`src/rtl/tmds_pkg.sv`:
```
// tmds_pkg: shared TMDS symbol types and blanking control codes
package tmds_pkg;
    typedef logic [9:0] tmds_sym_t;
    typedef logic [8:0] qm_t;
    localparam tmds_sym_t CTRL_SYM [4] = '{10'b1101010100, 10'b0010101011, 10'b0101010100, 10'b1010101011};
endpackage

```
`src/rtl/tmds_qm_stage.sv`:
```
// tmds_qm_stage: transition-minimising XOR/XNOR choice for one byte
import tmds_pkg::*;
module tmds_qm_stage (
    input  logic [7:0] d,
    output qm_t        qm
);
    logic [3:0] n;
    logic       xn;
    always_comb begin
        n = 4'($countones(d));
        xn = n > 4'd4 || (n == 4'd4 && !d[0]);
        qm[0] = d[0];
        for (int i = 1; i < 8; i++) qm[i] = qm[i-1] ^ d[i] ^ xn;
        qm[8] = ~xn;
    end
endmodule

```
`src/rtl/tmds_encoder_pipe.sv`:
```
// tmds_encoder_pipe: two-stage multi-channel TMDS 8b/10b encoder with DC balancing
import tmds_pkg::*;
module tmds_encoder_pipe #(
    parameter int NUM_CH = 3,
    parameter int DISP_W = 5
) (
    input  logic                     clk_in,
    input  logic                     rst_in,
    input  logic                     valid_in,
    input  logic                     de_in,
    input  logic [2*NUM_CH-1:0]      ctrl_in,
    input  logic [8*NUM_CH-1:0]      data_in,
    output logic                     valid_out,
    output logic [10*NUM_CH-1:0]     tmds_out,
    output logic [DISP_W*NUM_CH-1:0] disp_out
);
    localparam logic signed [DISP_W-1:0] TWO = DISP_W'(2);
    localparam logic signed [DISP_W-1:0] ZERO = '0;
    qm_t [NUM_CH-1:0]          qm_c, qm_r;
    logic                      v_r, de_r;
    logic [2*NUM_CH-1:0]       ctrl_r;
    logic [10*NUM_CH-1:0]      sym_c;
    logic [DISP_W*NUM_CH-1:0]  cnt_c;
    for (genvar k = 0; k < NUM_CH; k++) begin : g_ch
        logic signed [DISP_W-1:0] cnt, diff, nxt;
        logic                     bal, flip, q8;
        logic [7:0]               q;
        tmds_sym_t                s;
        tmds_qm_stage u_qm (.d(data_in[8*k +: 8]), .qm(qm_c[k]));
        // diff is n1-n0 of q_m[7:0]; cnt is the disparity left by this channel's last symbol
        always_comb begin
            q = qm_r[k][7:0];
            q8 = qm_r[k][8];
            cnt = $signed(disp_out[DISP_W*k +: DISP_W]);
            diff = DISP_W'(2 * $countones(q) - 8);
            bal = cnt == 0 || diff == 0;
            flip = (cnt > 0 && diff > 0) || (cnt < 0 && diff < 0);
            s = !de_r ? CTRL_SYM[ctrl_r[2*k +: 2]] : bal ? {~q8, q8, q8 ? q : ~q} : flip ? {1'b1, q8, ~q} : {1'b0, q8, q};
            nxt = !de_r ? ZERO : bal ? (q8 ? cnt + diff : cnt - diff) : flip ? cnt + (q8 ? TWO : ZERO) - diff : cnt + diff - (q8 ? ZERO : TWO);
        end
        assign sym_c[10*k +: 10] = s;
        assign cnt_c[DISP_W*k +: DISP_W] = nxt;
    end
    always_ff @(posedge clk_in) begin
        if (!rst_in) begin
            v_r <= 1'b0;
            de_r <= 1'b0;
            ctrl_r <= '0;
            qm_r <= '0;
            valid_out <= 1'b0;
            tmds_out <= '0;
            disp_out <= '0;
        end else begin
            v_r <= valid_in;
            valid_out <= v_r;
            if (valid_in) begin
                de_r <= de_in;
                ctrl_r <= ctrl_in;
                qm_r <= qm_c;
            end
            if (v_r) begin
                tmds_out <= sym_c;
                disp_out <= cnt_c;
            end
        end
    end
endmodule

```
`config.mk`:
```
export PLATFORM = sky130hd
export DESIGN_NAME = tmds_encoder_pipe
export DESIGN_NICKNAME = d
export VERILOG_FILES = /design/src/rtl/tmds_pkg.sv /design/src/rtl/tmds_qm_stage.sv /design/src/rtl/tmds_encoder_pipe.sv
export SDC_FILE = /design/constraint.sdc
export NUM_CORES = 1
export LEC_CHECK = 0
export ABC_AREA = 0
export CAP_MARGIN = 20
export CORE_UTILIZATION = 43
export CTS_BUF_LIST = sky130_fd_sc_hd__clkbuf_16
export CTS_CLUSTER_SIZE = 30
export DETAILED_ROUTE_END_ITERATION = 16
export SYNTH_ARGS = -nofsm -noshare
export SYNTH_HDL_FRONTEND = slang
export SYNTH_SLANG_ARGS = --single-unit
export TNS_END_PERCENT = 50
```
`constraint.sdc`:
```
create_clock -name clk_in -period 5.61 [get_ports clk_in]
set_input_delay 1.4025 -clock clk_in [delete_from_list [all_inputs] [get_ports clk_in]]
set_output_delay 1.4025 -clock clk_in [all_outputs]
set_load 0.005 [all_outputs]
```
# Word level (Yosys, flattened, before mapping)
# Cells that the tools add are included.
dict set report totals {
  register_bits 81
  input_bits 34
  word_cells 210
}
dict set report classes {
  n_addsub 60
  magnitude_cmp 18
  eq_ne 3
  mux 39
  n_bitwise 54
  n_reduce_logical 27
}
# op count
set op_table {}
lappend op_table {{32-bit zero test} 6}
lappend op_table {{10-bit two-way mux} 15}
lappend op_table {{10-bit binary-select mux with 2-bit select} 3}
lappend op_table {{5-bit two-way mux} 12}
lappend op_table {{1-bit by 1-bit adder with 2-bit output} 24}
lappend op_table {{1-bit XOR} 42}
lappend op_table {{4-bit adder} 9}
lappend op_table {{5-bit by 1-bit > comparator with 1-bit output, second input constant} 6}
lappend op_table {{5-bit by 1-bit less-than comparator with 1-bit output, second input constant} 6}
lappend op_table {{5-bit subtractor} 6}
lappend op_table {{8-bit two-way mux} 3}
lappend op_table {{8-bit NOT} 3}
lappend op_table {{2-bit by 2-bit adder with 3-bit output} 6}
lappend op_table {{5-bit by 3-bit adder with 5-bit output} 3}
lappend op_table {{5-bit adder} 3}
lappend op_table {{5-bit by 3-bit subtractor with 5-bit output} 3}
lappend op_table {{5-bit by 4-bit subtractor with 5-bit output, second input constant} 3}
lappend op_table {{3-bit by 3-bit adder with 4-bit output} 3}
lappend op_table {{4-bit by 3-bit equality test with 1-bit output, second input constant} 3}
lappend op_table {{4-bit by 3-bit > comparator with 1-bit output, second input constant} 3}
lappend op_table {{2-bit two-way mux} 6}
lappend op_table {{3-bit greater-or-equal comparator, second input constant} 3}
lappend op_table {{1-bit logical AND} 9}
lappend op_table {{1-bit logical OR} 9}
lappend op_table {{3 further kinds} 12}

# Depth between registers and ports, before layout
dict set report depth {
  depth_word 19
  ltp_mapped 17
  ltp_nobuf 17
}

# By module
# Synthesis repeated with hierarchy kept, for this count alone.
dict set report hier_totals {
  hier_cells 731
  area_unflattened_um2 6636.4
}
# module n_inst cells_per_inst area_per_inst_um2 seq_area_each_um2
set modules_own_cells {}
lappend modules_own_cells {tmds_encoder_pipe 1 632 5551.6 1561.5}
lappend modules_own_cells {tmds_qm_stage 3 33 361.6 0.0}

# Worst setup path after synthesis
# No wires, ideal clock.
dict set report synth_timing {
  kind {reg-to-reg}
  startpoint {reg qm_r (netlist bit g_ch[1].q[0])}
  endpoint {reg disp_out[9]}
  setup_ns 0.074
  t_arrival_ns 4.528
  path_slack_ns 1.008
  path_stages_with_launch 18
  period_less_slack_ns 4.602
  cell_sequence {dfxtp_1 fa_1 inv_1 fa_1 fa_1 inv_1 ha_1 fa_1 inv_1 ha_1 inv_1 fa_1 and3b_1 or4_1 o2111ai_1 o211ai_1 xor2_1 o21ai_0}
}
dict set report synth_via {
  elab_chain_len 10
}
# element line
set synth_rtl {}
lappend synth_rtl {{start, declared} tmds_encoder_pipe.sv:19} ;# qm_t [NUM_CH-1:0] qm_c, qm_r;
lappend synth_rtl {{start signal, assigned} tmds_encoder_pipe.sv:59} ;# qm_r <= qm_c;
lappend synth_rtl {{1-bit by 1-bit adder with 2-bit output (implied by the code) (*)} tmds_encoder_pipe.sv:35} ;# diff = DISP_W'(2 * $countones(q) - 8);
lappend synth_rtl {{2-bit by 2-bit adder with 3-bit output (implied by the code) (*)} tmds_encoder_pipe.sv:35}
lappend synth_rtl {{3-bit by 3-bit adder with 4-bit output (implied by the code) (*)} tmds_encoder_pipe.sv:35}
lappend synth_rtl {{5-bit by 4-bit subtractor with 5-bit output (*)} tmds_encoder_pipe.sv:35}
lappend synth_rtl {{parallel branches: the longest is 4 deep, another holds 5-bit adder} n/a}
lappend synth_rtl {{5-bit two-way mux (*) (2 in a row)} tmds_encoder_pipe.sv:39} ;# nxt = !de_r ? ZERO : bal ? (q8 ? cnt + diff : cnt - diff) : flip ? cnt + (q8 ? TWO : ZERO) - diff : cnt + diff ...
lappend synth_rtl {{end signal, assigned} tmds_encoder_pipe.sv:63} ;# disp_out <= cnt_c;
lappend synth_rtl {{end, declared} tmds_encoder_pipe.sv:15} ;# output logic [DISP_W*NUM_CH-1:0] disp_out
# Mark *: on every way between the ends.
# A chain may end at the register's enable or synchronous reset.

# Final worst setup path
dict set report layout_timing {
  startpoint {reg qm_r (netlist bit g_ch[2].q[0])}
  endpoint {reg disp_out[14]}
}
# The elaborated chain is that of the path after synthesis.

==> impl_metrics.yaml <==
outcome:
  outcome: "completed"
critical_path:
  reg2reg_depth: 17
  path_buf_inv: 4
  crit_type: "flop to flop"
  crit_path_end_kind: "flop"
  critPathTopFamily: "adder cells"
  worstPathRequired_ns: 5.87
  cp_cell_sequence: "fa_1, inv_1, fa_1, fa_1, inv_1, ha_1, fa_1, inv_1, ha_1, inv_1, fa_1, and3b_1, or4_1, nand3_1, a31oi_1, xor2_1, o21ai_0"
  slowest_stage: "fa_1"
  r2r_end: "disp_out[14]"
  critPathMaxStageDelay_ns: 0.55
  crit_top_cell: "fa_1"
  path_max_fanout: 4
  r2r_slack_ns: 0.79
  rr_startpoint: "g_ch[2].q[0]"
  setup.worst_path.start_class: "flop"
  worstPathArrival_ns: 5.08
synthesis:
  synthAdderAreaFrac_pct: 25.54
  syn_area_um2: 6192
  ys.flop_type: "dfxtp_1"
  synth_compound_area_share_pct: 14.31
  synth-seq-cells: 78
  yosys_warnings: 0
  ys_seq_area_share_pct: 25.22
  synthSimpleGateAreaFrac_pct: 10.59
  synth_mux_area_share_pct: 4.890
  synth_cell_types: 60
  syn_avg_cell_area_um2: 9.312
  synth-xor-area-share_pct: 12.47
  synth_cells: 665
  synth_edf_count: 0
  synth_top_family_by_area: "adder cells"
  async_reset_ff_share_pct: 0
hold_path:
  hold_depth: 2
  holdCritStartpoint: "tmds_out[20]"
  hold_path_end: "tmds_out[20]"
  hold_path_class: "flop to flop"
job:
  drv_cap: 0
cells_and_area:
  antenna_cells: 0
  post-route-util_pct: 52.76
  stdcell_count: 916
  final_nets: 868
  areaGrowthSynthToFinish_pct: 19.20
  drive_above_1_share_pct: 4.348
route:
  drt-total-wl_mm: 13.46
  drc: 0
  vias: 4592
  drt_iter0_drc: 185
  avgRoutedWirePerCell_um: 14.69
  dr.pass1.iters: 6
  ant_nets: 0
  viasPerCell: 5.013
clock_tree:
  clock_path_buffers: 2
  clkLatencyLatePin_ns: 0.34
  clockRootBuffer: "clkbuf_16"
  cts_sinks: 78
  cts_setup_buffers: 0
  numCtsBuffers: 9
  cts_resized: 0
  clk_pin_slew_ns: 0.05
  cts_tree: "built"
  holdBufCountCts: 0
  cts_htree_levels: 3
sta:
  hold_viol: 0
  fmax_mhz: 207.6
  finalMaxSlewViolations: 0
  skew_ns: 0.008065
  fin_crit_sh_pct: 85.86
  slew_headroom_pct: 36.00
  worst_slack_ns: 0.7934
  min_period_ns: 4.817
  rsz0062_at_grt: "no"
  tightest_slew_ns: 0.9600
  setup_tns_ns: 0
  final-setup-viol-count: 0
grt:
  antenna_found_initial: 0
  grt_pass1_vias: 4543
  grt_max_degree: 45
  grt_usage_pct: 19.10
  grt_pass1_wl_mm: 22.16
  grt-ovfl-total: 0
placed_design:
  portBuffers: 76
  dp.cells: 900
  gp_congestion: 0.8809
  dp_hpwl_mm: 10.85
  dp_slack_ns: 0.6150
pwr:
  power_mw: 3.516
  p_leak_nw: 3.369
  ir_worst_vdd_mv: 0.2030
  power.density_nw_per_um2: 476.4
floorplanning:
  fp.dieW_um: 122
  dieArea_um2: 14880
  die_y_um: 122
  io_pins: 80
  coreArea_um2: 13990
  initial_core_util_pct: 44.27
  num_rows: 43
[tightest hold or removal path, stage by stage, from the launching register on]
cell and delay [ns]:
dfxtp_1 0.33, a21oi_1 0.06, o21ai_0 0.06
[worst max-delay path by stage]
stage / from / end / slack, ns / depth (start not counted)
3_5_place_dp: data_in[16] / g_ch[2].q[7] / 0.62 / 12
3_3_place_gp: data_in[6] / g_ch[0].q[7] / 0.73 / 14
4_1_cts: g_ch[2].q[0] / disp_out[14] / 0.77 / 17
6_report: g_ch[2].q[0] / disp_out[14] / 0.79 / 17
2_1_floorplan: g_ch[1].q[0] / disp_out[9] / 1.01 / 17
5_1_grt: g_ch[2].q[0] / tmds_out[24] / 0.51 / 15
[cell usage after synthesis (20+ instances only)]
library cell  number  area (um^2)
nand2_1           49        183.9
a21oi_1           32        160.2
inv_1             82        307.8
nor2b_1           20        125.1
mux2i_1           28        280.3
xor2_1            39        341.6
nor2_1            22        82.58
ha_1              64        800.8
o21ai_0           40        200.2
xnor2_1           36        315.3
dfxtp_1           78         1562
fa_1              39        780.8
clkbuf_1          21        78.83
[report_power, final]
group | switching (mW) | internal, mW | leakage (nW) | total, mW
Sequential | 0.0869 | 0.626 | 0.641 | 0.713
Combinational | 1.22 | 1.01 | 2.58 | 2.23
Clock | 0.236 | 0.342 | 0.146 | 0.578
[layout make-up]
type / count / area, um^2
well taps: 180 / 225.2
fillers: 1305 / 6608
clock inverters: 7 / 63.81
clock buffers: 9 / 225.2
repair buffers: 80 / 785.8
inverters: 82 / 307.8
flip-flops and latches: 78 / 1562
multi-input cells: 480 / 4212
[logic make-up after synthesis]
family,after synthesis
other,1
multiplexers,29
XOR/XNOR,80
buffers and inverters,109
AND/OR/NAND/NOR,130
flip-flops,78
adder cells (fa/ha/maj),103
AO/OA/AOI/OAI,135
[layout by cell type (no fill, tap or decap), types with 5 or more instances in the layout]
master	n
a21oi_1	32
clkbuf_16	9
clkdlybuf4s50_1	75
dfxtp_1	78
fa_1	39
ha_1	64
inv_1	83
mux2i_1	28
nand2_1	49
nand3_1	10
nand3b_1	5
nor2_1	22
nor2b_1	19
o211a_1	8
o211ai_1	9
o21ai_0	40
xnor2_1	36
xor2_1	39
[routing by layer]
| layer | wire length, um | global-route usage [%] |
|---|---|---|
| met1 | 6845 | 26.99 |
| met2 | 6046 | 29.52 |
| met3 | 392 | 2.996 |
| met4 | 176 | 6.327 |
| met5 | 0 | 0 |
[flip-flops by register name, indices dropped and copies added (netlist names)]
register   flops
ctrl_r         6
de_r           1
tmds_out      30
v_r            1
valid_out      1
disp_out      12
g_ch.q8        3
g_ch.q        24
[metrics by stage]
stage / cell area, um^2 / hold WS, ns
final: 7381 / 0.4729
after global routing: 7381 / 0.4923
after CTS: 7381 / 0.4809
after detailed placement: 7092 / 0.4675
after global placement: 7092 / 0.4627
after floorplan: 6200 / 0.4527
No activity file was read; power rests on OpenSTA's default activity.
